### src/rtl/wishbone_memory_bridge_if.sv
// Wishbone classic (B3) master/slave signal bundle for the memory bridge.
// Latency: none, wires only.
// Backpressure: slave stalls the master by withholding wb_ack_i / wb_err_i.
// Ports: none; signals grouped under master (bridge) and slave (memory) modports.
interface wishbone_memory_bridge_if;
  logic        wb_cyc_o;
  logic        wb_stb_o;
  logic        wb_we_o;
  logic [31:0] wb_adr_o;
  logic [31:0] wb_dat_o;
  logic [3:0]  wb_sel_o;
  logic [31:0] wb_dat_i;
  logic        wb_ack_i;
  logic        wb_err_i;

  modport master (
    output wb_cyc_o, wb_stb_o, wb_we_o, wb_adr_o, wb_dat_o, wb_sel_o,
    input  wb_dat_i, wb_ack_i, wb_err_i
  );

  modport slave (
    input  wb_cyc_o, wb_stb_o, wb_we_o, wb_adr_o, wb_dat_o, wb_sel_o,
    output wb_dat_i, wb_ack_i, wb_err_i
  );
endinterface

### src/rtl/wishbone_memory_bridge.sv
// Turns one controller memory request into one Wishbone classic cycle.
// Latency: memory_done 2 cycles after the request with a zero-wait slave, +1 per wait state.
// Backpressure: requests are taken in IDLE only; requests while busy are dropped.
// Ports: clk/reset (async active-low); controller side memory_request, memory_command,
//   read/write addresses, write data, sel_i in; read_memory_data, memory_busy,
//   memory_done, bus_error, bus_timeout out; wb = Wishbone master modport.
module wishbone_memory_bridge #(
  parameter int          TIMEOUT_CYCLES  = 255,
  parameter logic [31:0] RESET_READ_DATA = 32'h0000_0013
) (
  input  logic                           clk,
  input  logic                           reset,
  input  logic                           memory_request,
  input  logic                           memory_command,
  input  logic [31:0]                    read_memory_address,
  input  logic [31:0]                    write_memory_address,
  input  logic [31:0]                    write_memory_data,
  input  logic [3:0]                     sel_i,
  output logic [31:0]                    read_memory_data,
  output logic                           memory_busy,
  output logic                           memory_done,
  output logic                           bus_error,
  output logic                           bus_timeout,
  wishbone_memory_bridge_if.master       wb
);

  // Controller command encoding: READ = 0, WRITE = 1.
  localparam logic CMD_WRITE = 1'b1;

  // Counter only needs to reach TIMEOUT_CYCLES-1; it saturates at all-ones.
  localparam int CW = (TIMEOUT_CYCLES > 2) ? $clog2(TIMEOUT_CYCLES) : 1;
  localparam logic [CW-1:0] TO_LAST = (TIMEOUT_CYCLES == 0) ? '0 : CW'(TIMEOUT_CYCLES - 1);

  typedef enum logic [1:0] {IDLE, ACCESS, COMPLETE} state_t;

  state_t      r_state, w_next;
  logic [CW-1:0] r_count;
  logic        r_cyc, r_stb, r_we;
  logic [31:0] r_adr, r_dat;
  logic [3:0]  r_sel;
  logic [31:0] r_rdata;
  logic        r_busy, r_done, r_error, r_timeout;

  logic        w_is_write;
  logic [31:0] w_addr;
  logic        w_timeout_hit;
  logic        w_leave;

  assign w_is_write    = (memory_command == CMD_WRITE);
  assign w_addr        = w_is_write ? write_memory_address : read_memory_address;
  assign w_timeout_hit = (TIMEOUT_CYCLES != 0) && (r_count == TO_LAST);
  assign w_leave       = wb.wb_err_i || wb.wb_ack_i || w_timeout_hit;

  always_ff @(posedge clk or negedge reset) begin
    if (!reset) r_state <= IDLE;
    else        r_state <= w_next;
  end

  always_comb begin
    w_next = r_state;
    case (r_state)
      IDLE:     if (memory_request) w_next = ACCESS;
      ACCESS:   if (w_leave)        w_next = COMPLETE;
      COMPLETE:                     w_next = IDLE;
      default:                      w_next = IDLE;
    endcase
  end

  always_ff @(posedge clk or negedge reset) begin
    if (!reset) begin
      r_cyc     <= 1'b0;
      r_stb     <= 1'b0;
      r_we      <= 1'b0;
      r_adr     <= '0;
      r_dat     <= '0;
      r_sel     <= '0;
      r_busy    <= 1'b0;
      r_done    <= 1'b0;
      r_error   <= 1'b0;
      r_timeout <= 1'b0;
      r_rdata   <= RESET_READ_DATA;
      r_count   <= '0;
    end else begin
      case (r_state)
        IDLE: begin
          if (memory_request) begin
            r_cyc   <= 1'b1;
            r_stb   <= 1'b1;
            r_busy  <= 1'b1;
            r_we    <= w_is_write;
            r_adr   <= w_addr & 32'hFFFF_FFFC;
            r_dat   <= write_memory_data;
            r_sel   <= w_is_write ? sel_i : 4'hF;
            r_count <= '0;
          end
        end
        ACCESS: begin
          if (w_leave) begin
            r_cyc  <= 1'b0;
            r_stb  <= 1'b0;
            r_busy <= 1'b0;
            r_done <= 1'b1;
            // err outranks ack, ack outranks the timeout.
            if (wb.wb_err_i) begin
              r_error   <= 1'b1;
              r_timeout <= 1'b0;
            end else if (wb.wb_ack_i) begin
              r_error   <= 1'b0;
              r_timeout <= 1'b0;
              if (!r_we) r_rdata <= wb.wb_dat_i;
            end else begin
              r_error   <= 1'b1;
              r_timeout <= 1'b1;
            end
          end else if (r_count != '1) begin
            r_count <= r_count + 1'b1;
          end
        end
        COMPLETE: begin
          r_done    <= 1'b0;
          r_error   <= 1'b0;
          r_timeout <= 1'b0;
        end
        default: ;
      endcase
    end
  end

  assign wb.wb_cyc_o      = r_cyc;
  assign wb.wb_stb_o      = r_stb;
  assign wb.wb_we_o       = r_we;
  assign wb.wb_adr_o      = r_adr;
  assign wb.wb_dat_o      = r_dat;
  assign wb.wb_sel_o      = r_sel;
  assign read_memory_data = r_rdata;
  assign memory_busy      = r_busy;
  assign memory_done      = r_done;
  assign bus_error        = r_error;
  assign bus_timeout      = r_timeout;

endmodule

### src/flat_wrapper.sv
// flat-port wrapper written by rule: the top's interface ports become plain ports
module wishbone_memory_bridge_flat 
#(
  parameter int          TIMEOUT_CYCLES  = 255,
  parameter logic [31:0] RESET_READ_DATA = 32'h0000_0013
)
  (clk, reset, memory_request, memory_command, read_memory_address, write_memory_address, write_memory_data, sel_i, read_memory_data, memory_busy, memory_done, bus_error, bus_timeout, wb_wb_cyc_o, wb_wb_stb_o, wb_wb_we_o, wb_wb_adr_o, wb_wb_dat_o, wb_wb_sel_o, wb_wb_dat_i, wb_wb_ack_i, wb_wb_err_i);
  wishbone_memory_bridge_if wb_i ();
  input  logic clk;
  input  logic reset;
  input  logic memory_request;
  input  logic memory_command;
  input  logic [31:0] read_memory_address;
  input  logic [31:0] write_memory_address;
  input  logic [31:0] write_memory_data;
  input  logic [3:0] sel_i;
  output logic [31:0] read_memory_data;
  output logic memory_busy;
  output logic memory_done;
  output logic bus_error;
  output logic bus_timeout;
  output wire logic [$bits(wb_i.wb_cyc_o)-1:0] wb_wb_cyc_o;
  output wire logic [$bits(wb_i.wb_stb_o)-1:0] wb_wb_stb_o;
  output wire logic [$bits(wb_i.wb_we_o)-1:0] wb_wb_we_o;
  output wire logic [$bits(wb_i.wb_adr_o)-1:0] wb_wb_adr_o;
  output wire logic [$bits(wb_i.wb_dat_o)-1:0] wb_wb_dat_o;
  output wire logic [$bits(wb_i.wb_sel_o)-1:0] wb_wb_sel_o;
  input wire logic [$bits(wb_i.wb_dat_i)-1:0] wb_wb_dat_i;
  input wire logic [$bits(wb_i.wb_ack_i)-1:0] wb_wb_ack_i;
  input wire logic [$bits(wb_i.wb_err_i)-1:0] wb_wb_err_i;
  assign wb_wb_cyc_o = wb_i.wb_cyc_o;
  assign wb_wb_stb_o = wb_i.wb_stb_o;
  assign wb_wb_we_o = wb_i.wb_we_o;
  assign wb_wb_adr_o = wb_i.wb_adr_o;
  assign wb_wb_dat_o = wb_i.wb_dat_o;
  assign wb_wb_sel_o = wb_i.wb_sel_o;
  assign wb_i.wb_dat_i = wb_wb_dat_i;
  assign wb_i.wb_ack_i = wb_wb_ack_i;
  assign wb_i.wb_err_i = wb_wb_err_i;
  wishbone_memory_bridge #(.TIMEOUT_CYCLES(TIMEOUT_CYCLES), .RESET_READ_DATA(RESET_READ_DATA)) u_core (.clk(clk), .reset(reset), .memory_request(memory_request), .memory_command(memory_command), .read_memory_address(read_memory_address), .write_memory_address(write_memory_address), .write_memory_data(write_memory_data), .sel_i(sel_i), .read_memory_data(read_memory_data), .memory_busy(memory_busy), .memory_done(memory_done), .bus_error(bus_error), .bus_timeout(bus_timeout), .wb(wb_i));
endmodule
### config.mk
export PLATFORM = sky130hd
export DESIGN_NAME = wishbone_memory_bridge_flat
export DESIGN_NICKNAME = d
export VERILOG_FILES = /design/src/rtl/wishbone_memory_bridge_if.sv /design/src/rtl/wishbone_memory_bridge.sv /design/src/flat_wrapper.sv
export SDC_FILE = /design/constraint.sdc
export NUM_CORES = 1
export LEC_CHECK = 0
export CAP_MARGIN = 10
export CORE_MARGIN = 2
export CORE_UTILIZATION = 25
export DETAILED_ROUTE_END_ITERATION = 10
export GPL_ROUTABILITY_DRIVEN = 0
export PLACE_DENSITY_LB_ADDON = 0.1
export RECOVER_POWER = 100
export SLEW_MARGIN = 40
export SYNTH_ARGS = -nofsm -noshare
export SYNTH_HDL_FRONTEND = slang
export SYNTH_SLANG_ARGS = --single-unit
export TNS_END_PERCENT = 10
### constraint.sdc
create_clock -name clk -period 4.94 [get_ports clk]
set_clock_uncertainty 0.15 [all_clocks]
set_input_delay 1.235 -clock clk [delete_from_list [all_inputs] [get_ports clk]]
set_output_delay 1.235 -clock clk [all_outputs]
set_load 0.01 [all_outputs]
# After elaboration in Yosys (flattened, before gate mapping)
# Index checks and enable logic that the tools add are counted.
# word_totals
regBits,113
in_bits,138
out_inout_bits,107
wordCells,54
# classes
addsub,1
eq_ne,8
muxes,21
bitwise_logic,2
reduce_logical,11
# op_table
op,count
$mux W32,1
$mux W8,3
$pmux W8 S2,1
$add A8 B1 Y8 const B,1
$eq A8 B8 Y1 const B,1
$mux W1,8
$ne A8 B8 Y1 const B,1
$pmux W1 S2,4
$reduce_and A2 Y1,3
$reduce_and A5 Y1,1
$mux W2,2
$mux W4,1
$ne A2 B1 Y1 const B,2
$ne A2 B2 Y1 const B,2
$pmux W2 S2,1
$reduce_and A4 Y1,1
$reduce_bool A2 Y1,2
$reduce_and A3 Y1,1
$eq A2 B1 Y1 const B,1
$eq A2 B2 Y1 const B,1
$logic_not A2 Y1,1
$logic_or A1 B1 Y1,2
$not A1 Y1,2

# Depth between registers and ports, before layout
# Gate-level depths: netlist (run 1).
# logic_depth
depth_word,4
mapped_depth,7
mapped_depth_nobuf,6

# Worst setup path before layout (run 1)
# OpenSTA, ideal clock, no wires.
# synth_path
path_kind,input -> register
start,input wb_wb_ack_i
end,register u_core.r_rdata[10] (netlist: u_core.read_memory_data[10])
setup_ns,0.125
arrival_time_ns,2.224
setup_slack_ns,2.441
stages,5
cell_sequence,nor2b_1 -> nand2_1 -> nor2_1 -> buf_2 -> mux2_2
# synth_via
elab_chain_len,3
# synth_lines
element,line_no,rtl
from (decl),flat_wrapper.sv:29,input wire logic [$bits(wb_i.wb_ack_i)-1:0] wb_wb_ack_i;
$logic_or A1 B1 Y1 (2 in a row),wishbone_memory_bridge.sv:52,assign w_leave = wb.wb_err_i || wb.wb_ack_i || w_timeout_hit;
$reduce_and A5 Y1 (no line) *,-,
to (signal assigned),wishbone_memory_bridge.sv:110,if (!r_we) r_rdata <= wb.wb_dat_i;
to (decl),wishbone_memory_bridge.sv:41,logic [31:0] r_rdata;
# Mark *: on every way between the ends. The rest lies on a longest branch, timed or not.
# A chain may end at the register's enable or synchronous reset.

# Worst setup path after layout (run 1)
# layout_path
start,input wb_wb_err_i
end,register u_core.r_rdata[25] (netlist: u_core.read_memory_data[25])
# layout_via
elab_chain_len,3
# layout_lines
element,line_no,rtl
from (decl),flat_wrapper.sv:30,input wire logic [$bits(wb_i.wb_err_i)-1:0] wb_wb_err_i;
$logic_or A1 B1 Y1 (2 in a row),wishbone_memory_bridge.sv:52,
$reduce_and A5 Y1 (no line) *,-,
# Marks and branches as above.

==> results_dict.tcl, run 1 <==
set metrics [dict create \
    status "complete, but fails checks" \
    violations "max-capacitance violations, max-slew violations" \
    reg2regPathDepth 5 \
    worstHoldPathType "register to register" \
    synth-seq-cells 113 \
    final_cell_mix "139 x nand2_1, 129 x clkdlybuf4s50_1, 110 x dfrtp_1, 107 x dlygate4sd3_1, 34 x o21ai_0" \
    wl_mm 13.3 \
    vias_per_cell 4.28 \
    ios 245 \
    rrSetupSlack_ps 2020 \
    nFillCells 1771 \
    ys.flop_type "dfrtp_1" \
    synth_cell_types 35 \
    postLayoutCoreUtil_pct 42.5 \
    dpl.hpwl_mm 9.82 \
    antenna_left 0 \
    drt-initial-drc-count 118 \
    fin_cells 918 \
    fin_crit_sh_pct 75.1 \
    cap_violations 2 \
    routedWlPerCell_um 14.5 \
    min_to "u_core.wb.wb_dat_o[4]$_DFFE_PN0P_" \
    fp.coreArea_um2 18500 \
    dp.cells 886 \
    slew_violations 76 \
    tritoncts "built" \
    finalSetupViolations 0 \
    required_ps 5070 \
    post_cts.resized_instances 0 \
    clockBufferDepth 2 \
    grt_max_degree 68 \
    die_area_um2 19800 \
    synth-edff-count 0 \
    final_common_cell "nand2_1" \
    r2r-end "u_core.read_memory_data[25]$_DFFE_PN0P_" \
    power.density_nw_per_um2 517 \
    rows 50 \
    clock-sinks 113 \
    slowest_stage "clkbuf_1" \
    power_mw 4.07 \
    diodes 0 \
    async_flop_share_pct 100 \
    final_hold_viol_count 0 \
    min_period_ps 3710 \
    first_global_vias 4025 \
    leakage_nw 3.61 \
    die_w_um 141 \
    start_util_pct 25.3 \
    ir_drop_mv 0.213 \
    synth.cell_area_um2 4680 \
    io_buffer_count 238 \
    holdWs_ps 317 \
    numCtsBuffers 17 \
    crit_family "buffers and inverters" \
    hp-start "u_core.wb.wb_dat_o[4]$_DFFE_PN0P_" \
    cts_hold_buf 0 \
    yosys_warnings 0 \
    dr.pass1.iters 6 \
    root_buffer "clkbuf_16" \
    path_class "input port to register" \
    postCtsSetupBuffers 0 \
    crit_fanout 32 \
    multi_input_area_um2 1690 \
    fmax_ghz 0.270 \
    r2r-start "u_core.r_state[1]$_DFFE_PN0P_" \
    arrival_ps 3840 \
    layout.nets 811 \
    avgSynthCellArea_um2 10.8 \
    tns_ps 0 \
    cp_slowest_stage_delay_ps 1250 \
    antenna_found_initial 0 \
    worst-path-buf-inv 2 \
    grt_pass1_wl_mm 21.4 \
    cts.reportedPaths.clkPinSlew_ps 50 \
    slew_headroom_pct -28.3 \
    htree_levels 4 \
    ys_seq_area_share_pct 60.5 \
    drive_gt1_share_pct 10.5 \
    grt-ovfl-total 0 \
    critPathLaunchType "input port" \
    route.detailed.drc 0 \
    clock_insertion_delay_worst_skew_ps 410 \
    die_h_um 141 \
    synth_cells 433 \
    cp-end-kind "register" \
    worstMarginPinSlew_ps 1920 \
    cp_cell_sequence "dlygate4sd3_1 > nor2b_1 > nand2_1 > nor2_2 > clkbuf_1 > mux2_2" \
    final-seq-area_um2 2830 \
    whs_path_depth 2 \
    rsz0062_at_grt "false" \
    area_delta_synth_final_pct 68.2 \
    vias 3928 \
    grt_use_total_pct 14.0 \
]
## per-layer routing
metal / part of all wire, % / global-route usage (%) / up-vias / routed length (um)
met1: 43 / 17.1 / 1798 / 5680
met3: 11 / 6.56 / 23 / 1440
met5: 0 / 0 / - / 0
li1: - / - / 1918 / -
met2: 45 / 21.2 / 189 / 5940
met4: 2.1 / 6.11 / 0 / 281
## kinds of logic (layout without fill, tap and decap cells)
logic type / after synthesis / after routing / synth area share, %
buffers and inverters: 33 / 283 / 3.37
AO/OA/AOI/OAI: 56 / 56 / 6.89
flip-flops: 113 / 113 / 60.5
other: 1 / 2 / 0.0801
AND/OR/NAND/NOR: 163 / 163 / 13.8
adder cells (fa/ha/maj): 2 / 2 / 0.534
multiplexers: 65 / 65 / 14.9
## metrics by stage
stage	instance area [um^2]	setup slack, ps
floorplan	4690	2440
global placement	7280	1820
detailed placement	7280	1780
CTS	7910	2060
global route	7880	1020
finish	7880	1230
## worst reg2reg max path: stages, from the launching register on
cell and delay (ps):
dfrtp_1 400, and2b_1 340, nand2_1 100, nor2_2 80
clkbuf_1 1250, mux2_2 470
## cell type report
| cell class | instances | area share (%) |
|---|---|---|
| clock buffer | 23 | 6.32 |
| clock inverter | 9 | 1.62 |
| inverter | 6 | 0.286 |
| multi-input combinational | 288 | 21.5 |
| sequential | 113 | 36.0 |
| tap | 234 | 3.72 |
| timing repair buffer | 245 | 30.6 |
## worst max path at each step
| stage | depth (start not counted) | slack (ps) | startpoint | end |
|---|---|---|---|---|
| after floorplan | 5 | 2440 | wb_wb_ack_i | u_core.read_memory_data[10]$_DFFE_PN0P_ |
| after CTS | 1 | 2060 | u_core.read_memory_data[4]$_DFFE_PN1P_ | read_memory_data[4] |
| after detailed placement | 6 | 1780 | wb_wb_ack_i | u_core.read_memory_data[23]$_DFFE_PN0P_ |
| final | 6 | 1230 | wb_wb_err_i | u_core.read_memory_data[25]$_DFFE_PN0P_ |
| after global placement | 6 | 1820 | wb_wb_ack_i | u_core.read_memory_data[23]$_DFFE_PN0P_ |
| after global routing | 6 | 1020 | wb_wb_err_i | u_core.read_memory_data[12]$_DFFE_PN0P_ |
## where the power goes
group	internal [mW]	switching [mW]
clock network	0.857	0.418
logic	0.745	0.606
registers	1.28	0.168
total	2.88	1.19
## cells in the mapped netlist (2+ instances only)
cell / instances / area (um^2)
a21oi_1: 6 / 30.0
a31oi_1: 8 / 50.1
a41oi_1: 2 / 17.5
buf_2: 6 / 30.0
buf_4: 5 / 37.5
clkbuf_1: 14 / 52.6
dfrtp_1: 110 / 2750
dfstp_2: 3 / 78.8
ha_1: 2 / 25.0
inv_1: 6 / 22.5
mux2_1: 2 / 22.5
mux2_2: 30 / 338
mux2i_1: 32 / 320
nand2_1: 139 / 522
nand2b_1: 2 / 12.5
nand3_1: 4 / 20.0
nor2_1: 11 / 41.3
o21a_1: 2 / 15.0
o21ai_0: 33 / 165
## sequential cells by signal, indices dropped and copies added, names as in the netlist, 2 cells and up
register	cells
u_core.wb.wb_sel_o	4
u_core.r_count	8
u_core.r_state	2
u_core.wb.wb_adr_o	30
u_core.read_memory_data	32
u_core.wb.wb_dat_o	32
(Power assumes the default switching activity.)
==> inputs of run 2 (changes only) <==
==> constraint.sdc (replaced) <==
create_clock -name clk -period 3.6 [get_ports clk]
set_clock_uncertainty 0.15 [all_clocks]
set_input_delay 0.9 -clock clk [delete_from_list [all_inputs] [get_ports clk]]
set_output_delay 0.9 -clock clk [all_outputs]
set_load 0.01 [all_outputs]
==> results_dict.tcl, run 2 (same netlist as run 1, synthesis figures left out) <==
set metrics [dict create \
    clock_insertion_delay_worst_skew_ps 400 \
    finalSetupViolations 0 \
    p_comb_share_pct 33.7 \
    grt_max_degree 71 \
    ir_drop_mv 0.281 \
    whs_path_depth 2 \
    cts.reportedPaths.clkPinSlew_ps 50 \
    reg2regPathDepth 5 \
    slew_headroom_pct 38.9 \
    die_w_um 141 \
    fin_crit_sh_pct 76.3 \
    path_class "input port to register" \
    crit_fanout 32 \
    worstHoldPathType "register to register" \
    drt-initial-drc-count 105 \
    antenna_left 0 \
    required_ps 3740 \
    root_buffer "clkbuf_16" \
    dpl.hpwl_mm 9.69 \
    min_period_ps 2750 \
    grt_pass1_wl_mm 20.6 \
    top_usage_layer "met2" \
    sw_frac_of_total_pct 29.6 \
    rows 50 \
    status "completed" \
    postCtsSetupBuffers 0 \
    final_cell_mix "139 x nand2_1, 129 x clkdlybuf4s50_1, 110 x dfrtp_1, 107 x dlygate4sd3_1, 34 x o21ai_0" \
    leakage_nw 3.62 \
    dr.pass1.iters 4 \
    nFillCells 1786 \
    min_to "u_core.wb.wb_dat_o[3]$_DFFE_PN0P_" \
    route.detailed.drc 0 \
    area_delta_synth_final_pct 68.0 \
    power_mw 5.50 \
    start_util_pct 25.3 \
    routedWlPerCell_um 14.1 \
    cts_hold_buf 0 \
    worstMarginPinSlew_ps 915 \
    met3_usage_pct 6.79 \
    netSwitchingPower_mw 1.63 \
    final_hold_viol_count 0 \
    io_buffer_count 238 \
    vias_per_cell 4.21 \
    intPower_mw 3.87 \
    diodes 0 \
    cap_violations 0 \
    wl_mm 13.0 \
    slew_violations 0 \
    tns_ps 0 \
    vias 3858 \
    drive_gt1_share_pct 11.1 \
    fp.coreArea_um2 18500 \
    grt-ovfl-total 0 \
    cp-startpoint "wb_wb_err_i" \
    met2_usage_pct 20.6 \
    layout.nets 810 \
    r2r-end "u_core.r_count[1]$_DFFE_PN0P_" \
    r2r-start "u_core.r_count[0]$_DFFE_PN0P_" \
    holdWs_ps 315 \
    ios 245 \
    final_common_cell "nand2_1" \
    die_area_um2 19800 \
    clock-sinks 113 \
    grt_use_total_pct 13.4 \
    first_global_vias 3982 \
    arrival_ps 2880 \
    rsz0062_at_grt "false" \
    htree_levels 4 \
    rrSetupSlack_ps 1370 \
    grt_use_met1_pct 16.3 \
    critPathLaunchType "input port" \
    hp-start "u_core.wb.wb_dat_o[3]$_DFFE_PN0P_" \
    antenna_found_initial 0 \
    post_cts.resized_instances 0 \
    fmax_ghz 0.364 \
    power.density_nw_per_um2 698 \
    numCtsBuffers 17 \
    seqPwrFrac_pct 36.2 \
    cp-end-kind "register" \
    tritoncts "built" \
    clockPowerShare_pct 30.1 \
    clockBufferDepth 2 \
    die_h_um 141 \
]
run 2: power groups by stage:
| stage | logic, mW | clock network, mW | registers (mW) |
|---|---|---|---|
| global placement | 2.07 | 0 | 2.02 |
| CTS | 2.08 | 1.71 | 2.03 |
| detailed placement | 2.07 | 0 | 2.04 |
| global route | 2.02 | 1.77 | 2.06 |
| finish | 1.85 | 1.66 | 1.99 |
| floorplan | 0.553 | 0 | 2.25 |
run 2: area by class of cell:
cell class | count | area, um^2 | area share, %
Timing Repair Buffer | 244 | 2440 | 31.0
Sequential cell | 113 | 2830 | 36.0
Clock inverter | 10 | 108 | 1.37
Multi-Input combinational cell | 288 | 1690 | 21.5
Clock buffer | 22 | 484 | 6.15
Inverter | 6 | 22.5 | 0.286
Tap cell | 234 | 293 | 3.72
run 2: metal layers:
layer	up-vias	part of all wire [%]	routed length (um)
met2	175	45	5880
met5	-	0	0
met3	12	10	1350
li1	1918	-	-
met1	1753	43	5580
met4	0	1.1	146
run 2: worst max path at each step:
stage / slack [ps] / depth (start not counted) / to
after floorplan: 1440 / 5 / u_core.read_memory_data[10]$_DFFE_PN0P_
after global placement: 810 / 6 / u_core.read_memory_data[22]$_DFFE_PN0P_
after detailed placement: 760 / 6 / u_core.read_memory_data[18]$_DFFE_PN0P_
after CTS: 1060 / 1 / read_memory_data[4]
after global routing: 730 / 6 / u_core.read_memory_data[12]$_DFFE_PN0P_
final: 850 / 6 / u_core.read_memory_data[18]$_DFFE_PN0P_
run 2: worst max-delay path, cell delays in order:
cell and delay, ps:
dlygate4sd3_1 580, nor2b_1 170, nand2_1 80, nor2_2 80, clkbuf_2 630, mux2_2 420
run 2: per-stage QoR:
stage | cells | util (%) | setup WS [ps] | area [um^2]
floorplan | 434 | - | 1440 | 4690
global placement | 885 | 39.4 | 806 | 7300
detailed placement | 885 | 39.4 | 757 | 7300
CTS | 917 | 42.6 | 1060 | 7890
global route | 917 | 42.5 | 725 | 7870
finish | 917 | 42.5 | 853 | 7870
